`src/rtl/vx_mem_width_adapter.sv`:
```
// vx_mem_width_adapter
//
// Bridges the line-wide Vortex memory port to a narrower external memory channel.
// Each line request is split into RATIO = SRC_DATA_WIDTH / DST_DATA_WIDTH narrow beats,
// issued in order. In-order narrow read responses are reassembled into a single line
// response that carries the original tag. Outstanding line reads are capped at MAX_PENDING.
//
// Ports:
//   clk, reset                 clock, asynchronous active-high reset
//   src_req_*                  line-side request (valid/ready, rw=1 write)
//   src_rsp_*                  line-side assembled read response (valid/ready)
//   dst_req_*                  memory-side beat request; addr = {line_addr, beat}, tag = {tag, beat}
//   dst_rsp_*                  memory-side beat read response, returned in request order
//   busy                       any request splitting, read outstanding or response held

module vx_mem_width_adapter #(
  parameter int unsigned SRC_DATA_WIDTH = 512,
  parameter int unsigned SRC_ADDR_WIDTH = 26,
  parameter int unsigned DST_DATA_WIDTH = 128,
  parameter int unsigned TAG_WIDTH      = 8,
  parameter int unsigned MAX_PENDING    = 4
) (
  input  logic                                                   clk,
  input  logic                                                   reset,

  input  logic                                                   src_req_valid,
  input  logic                                                   src_req_rw,
  input  logic [SRC_DATA_WIDTH/8-1:0]                            src_req_byteen,
  input  logic [SRC_ADDR_WIDTH-1:0]                              src_req_addr,
  input  logic [SRC_DATA_WIDTH-1:0]                              src_req_data,
  input  logic [TAG_WIDTH-1:0]                                   src_req_tag,
  output logic                                                   src_req_ready,

  output logic                                                   src_rsp_valid,
  output logic [SRC_DATA_WIDTH-1:0]                              src_rsp_data,
  output logic [TAG_WIDTH-1:0]                                   src_rsp_tag,
  input  logic                                                   src_rsp_ready,

  output logic                                                   dst_req_valid,
  output logic                                                   dst_req_rw,
  output logic [DST_DATA_WIDTH/8-1:0]                            dst_req_byteen,
  output logic [SRC_ADDR_WIDTH+$clog2(SRC_DATA_WIDTH/DST_DATA_WIDTH)-1:0] dst_req_addr,
  output logic [DST_DATA_WIDTH-1:0]                              dst_req_data,
  output logic [TAG_WIDTH+$clog2(SRC_DATA_WIDTH/DST_DATA_WIDTH)-1:0] dst_req_tag,
  input  logic                                                   dst_req_ready,

  input  logic                                                   dst_rsp_valid,
  input  logic [DST_DATA_WIDTH-1:0]                              dst_rsp_data,
  input  logic [TAG_WIDTH+$clog2(SRC_DATA_WIDTH/DST_DATA_WIDTH)-1:0] dst_rsp_tag,
  output logic                                                   dst_rsp_ready,

  output logic                                                   busy
);

  localparam int unsigned RATIO    = SRC_DATA_WIDTH / DST_DATA_WIDTH;
  localparam int unsigned BEAT_W   = $clog2(RATIO);
  localparam int unsigned SRC_BE_W = SRC_DATA_WIDTH / 8;
  localparam int unsigned DST_BE_W = DST_DATA_WIDTH / 8;
  localparam int unsigned PEND_W   = $clog2(MAX_PENDING + 1);

  localparam logic [BEAT_W-1:0] LastBeat   = BEAT_W'(RATIO - 1);
  localparam logic [PEND_W-1:0] PendingMax = PEND_W'(MAX_PENDING);

  typedef enum logic [0:0] {StIdle, StSplit} state_e;

  // Request side state
  state_e                    state_q,  state_d;
  logic [BEAT_W-1:0]         beat_q,   beat_d;
  logic                      rw_q,     rw_d;
  logic [SRC_ADDR_WIDTH-1:0] addr_q,   addr_d;
  logic [SRC_DATA_WIDTH-1:0] data_q,   data_d;
  logic [SRC_BE_W-1:0]       byteen_q, byteen_d;
  logic [TAG_WIDTH-1:0]      tag_q,    tag_d;

  // Response side state
  logic [PEND_W-1:0]         pending_q,   pending_d;
  logic [BEAT_W-1:0]         cnt_q,       cnt_d;
  logic [SRC_DATA_WIDTH-1:0] asm_q,       asm_d;
  logic                      rsp_valid_q, rsp_valid_d;
  logic [TAG_WIDTH-1:0]      rsp_tag_q,   rsp_tag_d;

  logic                      src_fire;
  logic                      dst_fire;
  logic                      rsp_fire;
  logic                      src_rsp_fire;
  logic                      skip;
  logic [DST_BE_W-1:0]       beat_be;
  logic [DST_DATA_WIDTH-1:0] beat_data;
  logic                      pend_inc;
  logic                      pend_dec;

  // Current beat slices of the latched line
  always_comb begin
    beat_be   = byteen_q[int'(beat_q) * DST_BE_W +: DST_BE_W];
    beat_data = data_q[int'(beat_q) * DST_DATA_WIDTH +: DST_DATA_WIDTH];
  end

  // Request-side outputs
  always_comb begin
    // Write beats with no enabled bytes are walked past without touching memory
    skip           = (state_q == StSplit) & rw_q & (beat_be == '0);
    src_req_ready  = (state_q == StIdle) & ((pending_q < PendingMax) | src_req_rw);
    dst_req_valid  = (state_q == StSplit) & ~skip;
    dst_req_rw     = rw_q;
    dst_req_addr   = {addr_q, beat_q};
    dst_req_data   = beat_data;
    dst_req_tag    = {tag_q, beat_q};
    dst_req_byteen = rw_q ? beat_be : '1;
    src_fire       = src_req_valid & src_req_ready;
    dst_fire       = dst_req_valid & dst_req_ready;
  end

  // Request FSM next state
  always_comb begin
    state_d  = state_q;
    beat_d   = beat_q;
    rw_d     = rw_q;
    addr_d   = addr_q;
    data_d   = data_q;
    byteen_d = byteen_q;
    tag_d    = tag_q;

    unique case (state_q)
      StIdle: begin
        // A write with nothing enabled is accepted and dropped
        if (src_fire && !(src_req_rw && (src_req_byteen == '0))) begin
          rw_d     = src_req_rw;
          addr_d   = src_req_addr;
          data_d   = src_req_data;
          byteen_d = src_req_byteen;
          tag_d    = src_req_tag;
          beat_d   = '0;
          state_d  = StSplit;
        end
      end
      StSplit: begin
        if (dst_fire || skip) begin
          beat_d = beat_q + BEAT_W'(1);
          if (beat_q == LastBeat) begin
            state_d = StIdle;
          end
        end
      end
      default: state_d = StIdle;
    endcase
  end

  // Response reassembly and pending tracking
  always_comb begin
    dst_rsp_ready = ~rsp_valid_q;
    src_rsp_valid = rsp_valid_q;
    src_rsp_data  = asm_q;
    src_rsp_tag   = rsp_tag_q;
    rsp_fire      = dst_rsp_valid & ~rsp_valid_q;
    src_rsp_fire  = rsp_valid_q & src_rsp_ready;

    cnt_d       = cnt_q;
    asm_d       = asm_q;
    rsp_valid_d = rsp_valid_q;
    rsp_tag_d   = rsp_tag_q;

    if (rsp_fire) begin
      asm_d[int'(cnt_q) * DST_DATA_WIDTH +: DST_DATA_WIDTH] = dst_rsp_data;
      cnt_d = cnt_q + BEAT_W'(1);
      if (cnt_q == LastBeat) begin
        rsp_valid_d = 1'b1;
        rsp_tag_d   = dst_rsp_tag[TAG_WIDTH+BEAT_W-1:BEAT_W];
      end
    end
    // The line cannot complete while a response is held, so these never collide
    if (src_rsp_fire) begin
      rsp_valid_d = 1'b0;
    end

    pend_inc  = src_fire & ~src_req_rw;
    pend_dec  = src_rsp_fire;
    pending_d = pending_q;
    unique case ({pend_inc, pend_dec})
      2'b10:   pending_d = pending_q + PEND_W'(1);
      2'b01:   pending_d = pending_q - PEND_W'(1);
      default: pending_d = pending_q;
    endcase

    busy = (state_q != StIdle) | (pending_q != '0) | rsp_valid_q;
  end

  always_ff @(posedge clk or posedge reset) begin
    if (reset) begin
      state_q     <= StIdle;
      beat_q      <= '0;
      rw_q        <= 1'b0;
      addr_q      <= '0;
      data_q      <= '0;
      byteen_q    <= '0;
      tag_q       <= '0;
      pending_q   <= '0;
      cnt_q       <= '0;
      asm_q       <= '0;
      rsp_valid_q <= 1'b0;
      rsp_tag_q   <= '0;
    end else begin
      state_q     <= state_d;
      beat_q      <= beat_d;
      rw_q        <= rw_d;
      addr_q      <= addr_d;
      data_q      <= data_d;
      byteen_q    <= byteen_d;
      tag_q       <= tag_d;
      pending_q   <= pending_d;
      cnt_q       <= cnt_d;
      asm_q       <= asm_d;
      rsp_valid_q <= rsp_valid_d;
      rsp_tag_q   <= rsp_tag_d;
    end
  end

`ifndef SYNTHESIS
  // Memory must return beats in order, and responses must match an outstanding read
  always_ff @(posedge clk) begin
    if (!reset) begin
      if (rsp_fire) begin
        assert (dst_rsp_tag[BEAT_W-1:0] == cnt_q);
      end
      if (pend_dec && !pend_inc) begin
        assert (pending_q != '0);
      end
    end
  end
`endif

endmodule

```
`config.mk`:
```
export PLATFORM = sky130hd
export DESIGN_NAME = vx_mem_width_adapter
export DESIGN_NICKNAME = d
export VERILOG_FILES = /design/src/rtl/vx_mem_width_adapter.sv
export SDC_FILE = /design/constraint.sdc
export NUM_CORES = 2
export LEC_CHECK = 0
export CAP_MARGIN = 20
export CORE_AREA = 10 10 559 561
export DETAILED_ROUTE_END_ITERATION = 12
export DIE_AREA = 0 0 569 571
export MAX_ROUTING_LAYER = met4
export PLACE_DENSITY = 0.41
export SYNTH_ARGS = -nofsm -noshare
export SYNTH_HDL_FRONTEND = slang
export SYNTH_SLANG_ARGS = --single-unit
```
`constraint.sdc`:
```
create_clock -name clk -period 52.8 [get_ports clk]
set_input_delay 10.56 -clock clk [delete_from_list [all_inputs] [get_ports clk]]
set_output_delay 10.56 -clock clk [all_outputs]
set_load 0.05 [all_outputs]
```
==> flow_summary.toml <==
[status]
status = "finished clean"

[global_routing]
grt_pass1_wl_um = 320000
grt_pass1_vias = 34900
use_met3_pct = 5.84
use_met1_pct = 16.2
grt_util_met2_pct = 23.4
overflow = 0
grt_antenna_before_repair = 66
grt_max_degree = 138
grt_use_total_pct = 14.4
grt_busiest_layer = "met2"

[logic_synthesis]
synth.avg_cell_area_sq_um = 16.4
synth-seq-cells = 1140
synth_top_family_by_area = "multiplexers"
synth_xor_area_share_pct = 0.0782
synth_compound_area_share_pct = 10.2
netlist_area_sq_um = 44800
yosys.area_share.adder_pct = 0.268
synth_edf_count = 0
syn_nets = 3493
synthCells = 2729
synth.area.mux_share_pct = 22.9
synth-simple-area-share_pct = 0.866
async_reset_ff_share_pct = 100
synth_ff_type = "dfrtp_1"
synth.distinct_cells = 38
seq_area_frac_synth_pct = 63.7
yosys_warnings = 0

[power]
netSwitchingFraction_pct = 44.9
internal_power_mw = 2.78
cellPowerDensity_nw_per_um2 = 73.3
netSwitchingPower_mw = 2.27
ir_worst_vdd_mv = 0.0338
p_leak_nw = 28.0
p_comb_share_pct = 50.2
clkPwrFrac_pct = 20.2
seqPwrFrac_pct = 29.6

[finish]
syn2layout_area_growth_pct = 54.0
finalNetCount = 4936
drive_gt1_share_pct = 10.3

[worst_setup_path]
critPathMaxFanout = 3
cp.required_ns = 42.24
critPathTopFamily = "buffers and inverters"
crit_top_cell = "clkdlybuf4s50_1"
critPathLaunchType = "primary input"
crit_chain = "clkdlybuf4s50_1 > inv_1 > a21oi_1 > clkdlybuf4s50_1"
crit_path_max_incr_delay_ns = 0.93
worstPathArrival_ns = 12.48
cp_num_buf_inv = 3
slowest_stage = "clkdlybuf4s50_1"
crit_path_end_kind = "primary output"
path_class = "primary input to primary output"

[detailed_routing]
ant_nets = 0
via_per_inst = 3.85
drt_iter0_drc = 1825
vias = 31900
avgRoutedWirePerCell_um = 28.7
dr.pass1.iters = 8
drc = 0
drt-total-wl_um = 238000

[sta]
hold_ws_ns = 0.479
setup_viol = 0
skew_ns = 0.0637
slew_viol_final = 0
tns_ns = 0
period_share_pct = 43.6
fmax_ghz = 0.0434
final.setup.worst_slack_ns = 29.76
worst_slew_pin_slew_ns = 1.19
rsz0062_at_grt = "false"
hold_viol_final = 0
slew_headroom_pct = 20.7
finalCriticalPeriod_ns = 23.04

[cts]
cts_hold_buf = 0
worstSkewPairLatency_ns = 0.83
cts_made_buffers = 150
clkTransAtPathRegs_ns = 0.05
htreeDepth = 4
cts_resized = 0
cts-root-buf = "clkbuf_16"
clkSinkCount = 1140
clockBufferDepth = 4
cts_tree = "yes"
postCtsSetupBuffers = 0

[floorplan]
start_util_pct = 14.9
std_cell_rows = 202
ioPinCount = 1463
die_h_um = 571
die_area_sq_um = 325000
core_sq_um = 302000
fp.dieW_um = 569

[place]
place_congestion = 0.817
dpl.hpwl_um = 182000
placement.io_buffers = 1460
place_ws_ns = 29.78

[job]
timing.max_cap.violations = 0

[worst_hold_path]
hp-class = "flip-flop to flip-flop"
-- routing by layer --
layer / vias to the layer above / share of wire [%]
met1: 16900 / 39
met2: 1334 / 48
li1: 13300 / -
met3: 330 / 9.3
met4: 0 / 3.5
met5: - / 0
-- final timing paths --
| kind | slack (ns) | cells after the start | end | start |
|---|---|---|---|---|
| max | 29.76 | 4 | src_req_ready | src_req_rw |
| min | 0.48 | 1 | pending_q[0]$_DFFE_PP0P_ | pending_q[0]$_DFFE_PP0P_ |
| max reg2reg | 47.48 | 8 | data_q[328]$_DFFE_PP0P_ | state_q$_DFF_PP0_ |
| min reg2reg | 0.48 | 1 | pending_q[0]$_DFFE_PP0P_ | pending_q[0]$_DFFE_PP0P_ |
| max in group asynchronous | 37.17 | 8 | addr_q[24]$_DFFE_PP0P_ | reset |
| min in group asynchronous | 10.30 | 2 | data_q[325]$_DFFE_PP0P_ | reset |
-- registers in the layout, indices dropped and copies added, names as in the netlist, 2 cells and up --
name          count
data_q          512
pending_q         3
byteen_q         64
tag_q             8
beat_q            2
src_rsp_data    512
addr_q           26
cnt_q             2
src_rsp_tag       8
-- stage by stage --
step / instances / instance area, sq um / util (%) / power [mW]
global route: 8285 / 69000 / 22.9 / 5.29
detailed placement: 7997 / 64000 / 21.2 / 4.08
floorplan: 2729 / 44800 / - / 3.04
finish: 8289 / 69000 / 22.9 / 5.05
global placement: 7997 / 64000 / 21.2 / 4.06
CTS: 8254 / 68900 / 22.8 / 5.14
-- synthesized netlist by cell type, types with 3 or more instances --
cell type,count,share of area (%)
a22o_1,513,10
buf_1,64,0.54
buf_2,27,0.30
clkbuf_1,121,1.0
dfrtp_1,1140,64
ha_1,8,0.22
inv_1,8,0.067
mux2_1,611,15
mux2_2,8,0.20
mux4_2,144,7.2
nand2_1,10,0.084
nand2b_1,17,0.24
nand4_1,3,0.042
nor2_1,4,0.034
nor4_1,18,0.25
nor4b_1,4,0.078
-- cells by family after synthesis --
kind of cell | count (synthesis)
flip-flops | 1140
multiplexers | 765
AO/OA/AOI/OAI | 521
buffers and inverters | 225
AND/OR/NAND/NOR | 65
adder cells (fa/ha/maj) | 9
XOR/XNOR | 4
-- power groups by stage --
stage,Combinational [mW],Clock (mW),Sequential (mW)
global placement,2.56,0,1.50
global route,2.65,1.10,1.54
finish,2.54,1.02,1.49
CTS,2.57,1.06,1.51
detailed placement,2.57,0,1.51
floorplan,1.08,0,1.96
-- worst register-to-register path, stage by stage, from the launching register on --
cell     delay (ns)
dfrtp_1        0.50
a21oi_1        0.28
nand2_1        0.16
a21oi_4        0.30
buf_12         0.50
buf_4          1.12
buf_4          0.86
buf_4          0.99
mux2_1         0.49
-- cell type report --
type | instances | area (sq um)
Fill cell | 31700 | 233000
Tap cell | 3978 | 4980
Antenna cell | 34 | 85.1
Clock inverter | 47 | 566
Multi-Input combinational cell | 1364 | 15400
Sequential cell | 1140 | 28500
Timing Repair Buffer | 1507 | 15100
Inverter | 9 | 41.3
Clock buffer | 210 | 4270
-- placed cells by master, fill, tap and decap left out, types with 2 or more instances in the layout --
cell             Yosys  final
and2_1               2      2
clkdlybuf4s50_1      0   1460
clkinvlp_4           0      6
buf_4                2     39
mux2_2               8      8
nor4_1              18     17
nand2b_1            17     17
ha_1                 8      8
clkbuf_1           121     33
buf_12               0      7
clkbuf_16            0    152
a22o_1             513    513
nor4b_2              0      3
clkinv_2             0     20
nor2_1               4      4
nand4_1              3      3
dfrtp_4              0      2
inv_6                0      6
clkbuf_8             0     25
dfrtp_1           1140   1138
clkinv_16            0      3
inv_16               0      4
nand2_1             10      6
o21ai_0              2      2
bufinv_16            0      6
nand3_1              2      2
inv_1                8      7
diode_2              0     34
mux4_2             144    144
xor2_1               2      2
mux2_1             611    611
clkinv_4             0      2
xnor2_1              2      2
nand2_4              0      4
Power figures use the tool's default switching activity.
